--- src/rtl/cpu_ctrl_pkg.sv ---
// Shared control-path definitions: opcode values, control-word bit positions,
// sweep FSM states and the reference opcode -> control-word map.
package cpu_ctrl_pkg;

    localparam int CTRL_W = 7;

    localparam logic [2:0] OP_RTYPE = 3'd0;
    localparam logic [2:0] OP_ADDI  = 3'd1;
    localparam logic [2:0] OP_LW    = 3'd2;
    localparam logic [2:0] OP_SW    = 3'd3;
    localparam logic [2:0] OP_BEQ   = 3'd4;
    localparam logic [2:0] OP_JMP   = 3'd5;

    localparam int CW_MEM_TO_REG = 0;
    localparam int CW_REG_DST    = 1;
    localparam int CW_REG_WRITE  = 2;
    localparam int CW_ALU_SRC    = 3;
    localparam int CW_MEM_WRITE  = 4;
    localparam int CW_BRANCH     = 5;
    localparam int CW_JUMP       = 6;

    typedef enum logic [2:0] {
        ST_IDLE,
        ST_SETTLE,
        ST_SAMPLE,
        ST_NEXT,
        ST_DONE
    } sweep_state_e;

    // Reserved opcodes (110, 111) expect an all-zero word.
    function automatic logic [CTRL_W-1:0] expected_word(input logic [2:0] op);
        logic [CTRL_W-1:0] w;
        w = '0;
        case (op)
            OP_RTYPE: begin
                w[CW_REG_DST]   = 1'b1;
                w[CW_REG_WRITE] = 1'b1;
            end
            OP_ADDI: begin
                w[CW_ALU_SRC]   = 1'b1;
                w[CW_REG_WRITE] = 1'b1;
            end
            OP_LW: begin
                w[CW_ALU_SRC]    = 1'b1;
                w[CW_REG_WRITE]  = 1'b1;
                w[CW_MEM_TO_REG] = 1'b1;
            end
            OP_SW: begin
                w[CW_MEM_WRITE] = 1'b1;
                w[CW_ALU_SRC]   = 1'b1;
            end
            OP_BEQ:  w[CW_BRANCH] = 1'b1;
            OP_JMP:  w[CW_JUMP]   = 1'b1;
            default: w = '0;
        endcase
        return w;
    endfunction

endpackage

--- src/rtl/ctrl_word_encoder.sv ---
// Combinational inverse of the control decoder: control word -> opcode.
// All-zero words map to 110 (reserved), unrecognised words to 111; both invalid.
module ctrl_word_encoder
    import cpu_ctrl_pkg::*;
(
    input  logic [CTRL_W-1:0] ctrl_word,
    output logic [2:0]        enc_opcode,
    output logic              enc_valid
);

    always_comb begin
        enc_opcode = 3'b111;
        enc_valid  = 1'b0;
        // Field order: {jump, branch, mem_write, alu_src, reg_write, reg_dst, mem_to_reg}
        case (ctrl_word)
            7'b0000110: begin enc_opcode = OP_RTYPE; enc_valid = 1'b1; end
            7'b0001100: begin enc_opcode = OP_ADDI;  enc_valid = 1'b1; end
            7'b0001101: begin enc_opcode = OP_LW;    enc_valid = 1'b1; end
            7'b0011000: begin enc_opcode = OP_SW;    enc_valid = 1'b1; end
            7'b0100000: begin enc_opcode = OP_BEQ;   enc_valid = 1'b1; end
            7'b1000000: begin enc_opcode = OP_JMP;   enc_valid = 1'b1; end
            7'b0000000: begin enc_opcode = 3'b110;   enc_valid = 1'b0; end
            default:    begin enc_opcode = 3'b111;   enc_valid = 1'b0; end
        endcase
    end

endmodule

--- src/rtl/ctrl_sweep_sequencer.sv ---
// Sweeps every opcode into the control decoder, waits SETTLE_CYCLES, samples and
// checks the returned word; start-to-done is 8*(SETTLE_CYCLES+2)+1 cycles.
module ctrl_sweep_sequencer
    import cpu_ctrl_pkg::*;
#(
    parameter int SETTLE_CYCLES = 4,
    parameter int OPC_W         = 3
) (
    input  logic              clk,
    input  logic              reset,
    input  logic              start,
    output logic [OPC_W-1:0]  opcode,
    input  logic [CTRL_W-1:0] ctrl_word,
    output logic              busy,
    output logic              done,
    output logic [OPC_W-1:0]  enc_opcode,
    output logic              enc_valid,
    output logic [3:0]        err_count,
    output logic [OPC_W-1:0]  first_err_opcode,
    output logic              err_seen
);

    localparam logic [3:0]       SETTLE_RELOAD = 4'(SETTLE_CYCLES - 1);
    localparam logic [OPC_W-1:0] OPC_LAST      = '1;

    sweep_state_e     state_q, state_d;
    logic [3:0]       cnt_q, cnt_d;
    logic [OPC_W-1:0] opcode_q, opcode_d;
    logic             busy_q, busy_d;
    logic             done_q, done_d;
    logic [OPC_W-1:0] enc_opcode_q, enc_opcode_d;
    logic             enc_valid_q, enc_valid_d;
    logic [3:0]       err_count_q, err_count_d;
    logic [OPC_W-1:0] first_err_q, first_err_d;
    logic             err_seen_q, err_seen_d;

    logic [2:0]       enc_op;
    logic             enc_vld;
    logic             mismatch;

    ctrl_word_encoder u_enc (
        .ctrl_word  (ctrl_word),
        .enc_opcode (enc_op),
        .enc_valid  (enc_vld)
    );

    assign mismatch = (ctrl_word != expected_word(3'(opcode_q)));

    always_comb begin
        state_d      = state_q;
        cnt_d        = cnt_q;
        opcode_d     = opcode_q;
        busy_d       = busy_q;
        done_d       = 1'b0;
        enc_opcode_d = enc_opcode_q;
        enc_valid_d  = enc_valid_q;
        err_count_d  = err_count_q;
        first_err_d  = first_err_q;
        err_seen_d   = err_seen_q;
        case (state_q)
            ST_IDLE: begin
                if (start) begin
                    err_count_d = '0;
                    err_seen_d  = 1'b0;
                    first_err_d = '0;
                    opcode_d    = '0;
                    busy_d      = 1'b1;
                    cnt_d       = SETTLE_RELOAD;
                    state_d     = ST_SETTLE;
                end
            end
            ST_SETTLE: begin
                if (cnt_q == 4'd0) state_d = ST_SAMPLE;
                else               cnt_d   = cnt_q - 4'd1;
            end
            ST_SAMPLE: begin
                enc_opcode_d = OPC_W'(enc_op);
                enc_valid_d  = enc_vld;
                if (mismatch) begin
                    if (err_count_q != 4'd15) err_count_d = err_count_q + 4'd1;
                    if (!err_seen_q) begin
                        first_err_d = opcode_q;
                        err_seen_d  = 1'b1;
                    end
                end
                state_d = ST_NEXT;
            end
            ST_NEXT: begin
                if (opcode_q == OPC_LAST) begin
                    state_d = ST_DONE;
                end else begin
                    opcode_d = opcode_q + OPC_W'(1);
                    cnt_d    = SETTLE_RELOAD;
                    state_d  = ST_SETTLE;
                end
            end
            ST_DONE: begin
                done_d   = 1'b1;
                busy_d   = 1'b0;
                opcode_d = '0;
                state_d  = ST_IDLE;
            end
            default: state_d = ST_IDLE;
        endcase
    end

    always_ff @(posedge clk) begin
        if (reset) begin
            state_q      <= ST_IDLE;
            cnt_q        <= '0;
            opcode_q     <= '0;
            busy_q       <= 1'b0;
            done_q       <= 1'b0;
            enc_opcode_q <= '0;
            enc_valid_q  <= 1'b0;
            err_count_q  <= '0;
            first_err_q  <= '0;
            err_seen_q   <= 1'b0;
        end else begin
            state_q      <= state_d;
            cnt_q        <= cnt_d;
            opcode_q     <= opcode_d;
            busy_q       <= busy_d;
            done_q       <= done_d;
            enc_opcode_q <= enc_opcode_d;
            enc_valid_q  <= enc_valid_d;
            err_count_q  <= err_count_d;
            first_err_q  <= first_err_d;
            err_seen_q   <= err_seen_d;
        end
    end

    assign opcode           = opcode_q;
    assign busy             = busy_q;
    assign done             = done_q;
    assign enc_opcode       = enc_opcode_q;
    assign enc_valid        = enc_valid_q;
    assign err_count        = err_count_q;
    assign first_err_opcode = first_err_q;
    assign err_seen         = err_seen_q;

endmodule

--- config.mk ---
export PLATFORM = sky130hd
export DESIGN_NAME = ctrl_sweep_sequencer
export DESIGN_NICKNAME = d
export VERILOG_FILES = /design/src/rtl/cpu_ctrl_pkg.sv /design/src/rtl/ctrl_word_encoder.sv /design/src/rtl/ctrl_sweep_sequencer.sv
export SDC_FILE = /design/constraint.sdc
export NUM_CORES = 1
export LEC_CHECK = 0
export CORE_ASPECT_RATIO = 0.5
export CORE_MARGIN = 3
export CORE_UTILIZATION = 30
export DETAILED_ROUTE_END_ITERATION = 16
export SETUP_SLACK_MARGIN = 0.5
export SYNTH_ARGS = -nofsm -noshare
export SYNTH_HDL_FRONTEND = slang
export SYNTH_SLANG_ARGS = --single-unit
export TNS_END_PERCENT = 1
--- constraint.sdc ---
create_clock -name clk -period 3.1 [get_ports clk]
set_clock_uncertainty 0.05 [all_clocks]
set_input_delay 0.93 -clock clk [delete_from_list [all_inputs] [get_ports clk]]
set_output_delay 0.93 -clock clk [all_outputs]
set_load 0.05 [all_outputs]
==> results_dict.tcl <==
set metrics [dict create \
    power.leakage_nw 0.6986 \
    final_util_pct 41.48 \
    cts.htree.levels 1 \
    clk_latency_ps 270 \
    clockBufferDepth 2 \
    ir_drop_v 0.0001665 \
    portBuffers 26 \
    drc 0 \
    num_rows 17 \
    syn_area_mm2 0.001495 \
    tns_ps 0 \
    drive_above_1_share_pct 10.23 \
    crit_chain "clkdlybuf4s50_1 -> inv_1 -> a221o_1 -> a21oi_2 -> a31oi_1 -> or3_1 -> a21oi_1" \
    rsz0062_at_grt "true" \
    setup_violations 0 \
    dp_hpwl_mm 2.686 \
    overflow 0 \
    status "finished, final reports clean" \
    syn_nets 206 \
    vias 1427 \
    grt_use_total_pct 12.73 \
    path_max_fanout 5 \
    slowest_stage "clkdlybuf4s50_1" \
    grt_max_degree 16 \
    avgSynthCellArea_um2 7.953 \
    synth_edf_count 0 \
    dpl_cell_area_mm2 0.001846 \
    drv_slew 0 \
    power_mw 0.8252 \
    critPathArrivalTime_ps 2750 \
    firstDrtPassIters 4 \
    fp.dieW_um 105.8 \
    synth_cell_types 47 \
    antenna_cells 0 \
    syn_to_final_growth_pct 27.45 \
    fill_cells 475 \
    postCtsSetupRepairBufs 0 \
    cp-end-kind "register" \
    start_util_pct 32.54 \
    cts_tree "built" \
    vias_per_cell 5.078 \
    min-delay-path-class "register to register" \
    dieArea_mm2 0.005919 \
    first_iter_violations 75 \
    cts_buffers 3 \
    maxCapViolCount 0 \
    power_density_mw_per_mm2 433.0 \
    fp.coreArea_mm2 0.004594 \
    fp.dieH_um 55.92 \
    crit_type "primary input to register" \
    period_share_pct 83.76 \
    place_congestion 0.8262 \
    cp_slowest_stage_delay_ps 480 \
    worst_pin_slew_ps 959.0 \
    cts_root_buf "clkbuf_8" \
    min_period_ps 2597 \
    pin_count 27 \
    synth_ff_type "dfxtp_1" \
    grt_pass1_wl_mm 6.382 \
    crit_path_start_kind "primary input" \
    layout.cells.non_filler 281 \
    postRouteAntennaNets 0 \
    synth-async-reset-ratio_pct 0 \
    relSlewSlack_pct 35.83 \
    clock-sinks 24 \
    required_ps 3250 \
    ys_warn_count 0 \
    wirelength_mm 3.552 \
    dpl.cell_count 277 \
    synth_cells 188 \
    wl_per_cell_um 12.64 \
    grt_pass1_vias 1331 \
    ys_seq_area_share_pct 32.13 \
    max_freq_mhz 385.1 \
    antenna_found_initial 0 \
    fin_nets 234 \
    final_area_mm2 0.001906 \
    cts.clk_slew.worst_paths_ps 80 \
    synth-seq-cells 24 \
    hold_viol 0 \
]
-- power by group --
part,internal (mW),switching [mW]
Sequential,0.334,0.0240
Combinational,0.103,0.149
Clock,0.114,0.102
-- cell usage after synthesis, drive strengths merged (2+ instances only) --
master  instances  share of area [%]
buf             5                1.7
nand2b          2                1.0
ha              8                6.7
o211ai          3                1.5
a41o            2                1.3
clkbuf          5                1.3
nor3b           3                1.5
dfxtp          24                 32
nand3b          7                3.5
or2             2               0.84
o31a            2                1.2
xnor2           3                1.8
nor3            4                1.3
a211oi          8                4.0
o21ai           7                2.3
nor2           22                5.5
a31oi           5                2.1
a21oi          16                5.9
nor4b           2                1.2
inv            13                3.3
nand3           6                2.0
xor2            3                1.8
o21a            2                1.0
or3             4                1.7
and3            2               0.84
nand2           9                2.3
nor2b           2               0.84
-- state kept, by name (all words and copies together), names as in the netlist --
name and count:
enc_opcode 3, busy 1, opcode 3, err_count 4
cnt_q 4, err_seen 1, first_err_opcode 3, done 1
state_q 3, enc_valid 1
-- timing repair --
action	4_1_cts	5_1_grt
hold buffers	0	0
resized for setup	1	1
pin swaps	1	0
endpoints found under the setup margin	3	9
hold endpoints to repair	0	0
-- stage by stage --
step / setup slack (ps) / hold WS, ps
floorplan: 544.5 / 410.5
global placement: 195.0 / 413.1
detailed placement: 119.8 / 424.7
CTS: 515.4 / 439.4
global route: 370.6 / 462.8
finish: 503.5 / 435.1
-- layout make-up --
| type | count | area (um^2) | area share, % |
|---|---|---|---|
| repair buffers | 34 | 319.1 | 16.74 |
| inverters | 13 | 48.80 | 2.561 |
| clock buffers | 4 | 55.05 | 2.889 |
| flip-flops and latches | 24 | 481.7 | 25.28 |
| multi-input cells | 140 | 918.4 | 48.19 |
| well taps | 66 | 82.58 | 4.334 |
-- worst paths after layout --
check	start	endpoint	slack [ps]	cells past startpoint
worst max-delay path	ctrl_word[0]	err_count[0]$_SDFFE_PP0P_	500	7
worst min-delay path	first_err_opcode[2]$_SDFFE_PP0P_	first_err_opcode[2]$_SDFFE_PP0P_	440	2
worst max register to register	opcode[0]$_SDFFE_PP0P_	err_count[3]$_SDFFE_PP0P_	670	9
worst min register to register	first_err_opcode[2]$_SDFFE_PP0P_	first_err_opcode[2]$_SDFFE_PP0P_	440	2
-- kinds of logic (layout without fill, tap and decap cells) --
| group | count (synthesis) | in the layout | synth area share (%) |
|---|---|---|---|
| AOI/OAI and AO/OA | 57 | 57 | 26.28 |
| DFF | 24 | 24 | 32.13 |
| and+or+nand+nor | 69 | 69 | 24.52 |
| buffers and inverters | 24 | 51 | 6.861 |
| adders and majority gates | 8 | 8 | 6.695 |
| xor gates and xnor gates | 6 | 6 | 3.515 |
-- metal layers --
metal	global-route usage, %	part of all wire, %	vias to the layer above
met5	0	0	-
met4	2.214	0.28	0
met3	2.781	4.7	2
met2	19.47	44	25
met1	18.52	51	667
li1	-	-	733
-- cells in the final DEF (no fill, tap or decap), drive strengths merged, types with 3 or more instances in the layout --
| master | n |
|---|---|
| xor2 | 3 |
| clkbuf | 4 |
| dfxtp | 24 |
| xnor2 | 3 |
| o21ai | 7 |
| nor2 | 22 |
| nand3b | 7 |
| buf | 8 |
| inv | 13 |
| clkdlybuf4s50 | 25 |
| nor3 | 4 |
| or3 | 4 |
| a31oi | 5 |
| nand3 | 6 |
| nor3b | 3 |
| ha | 8 |
| a211oi | 8 |
| o211ai | 3 |
| nand2 | 9 |
| a21oi | 16 |
-- critical path: cells and delay by family --
kind | cells | cell delay [ps]
and+or+nand+nor | 1 | 340
buffers and inverters | 2 | 550
AOI/OAI and AO/OA | 4 | 920
Power figures use the tool's default switching activity.
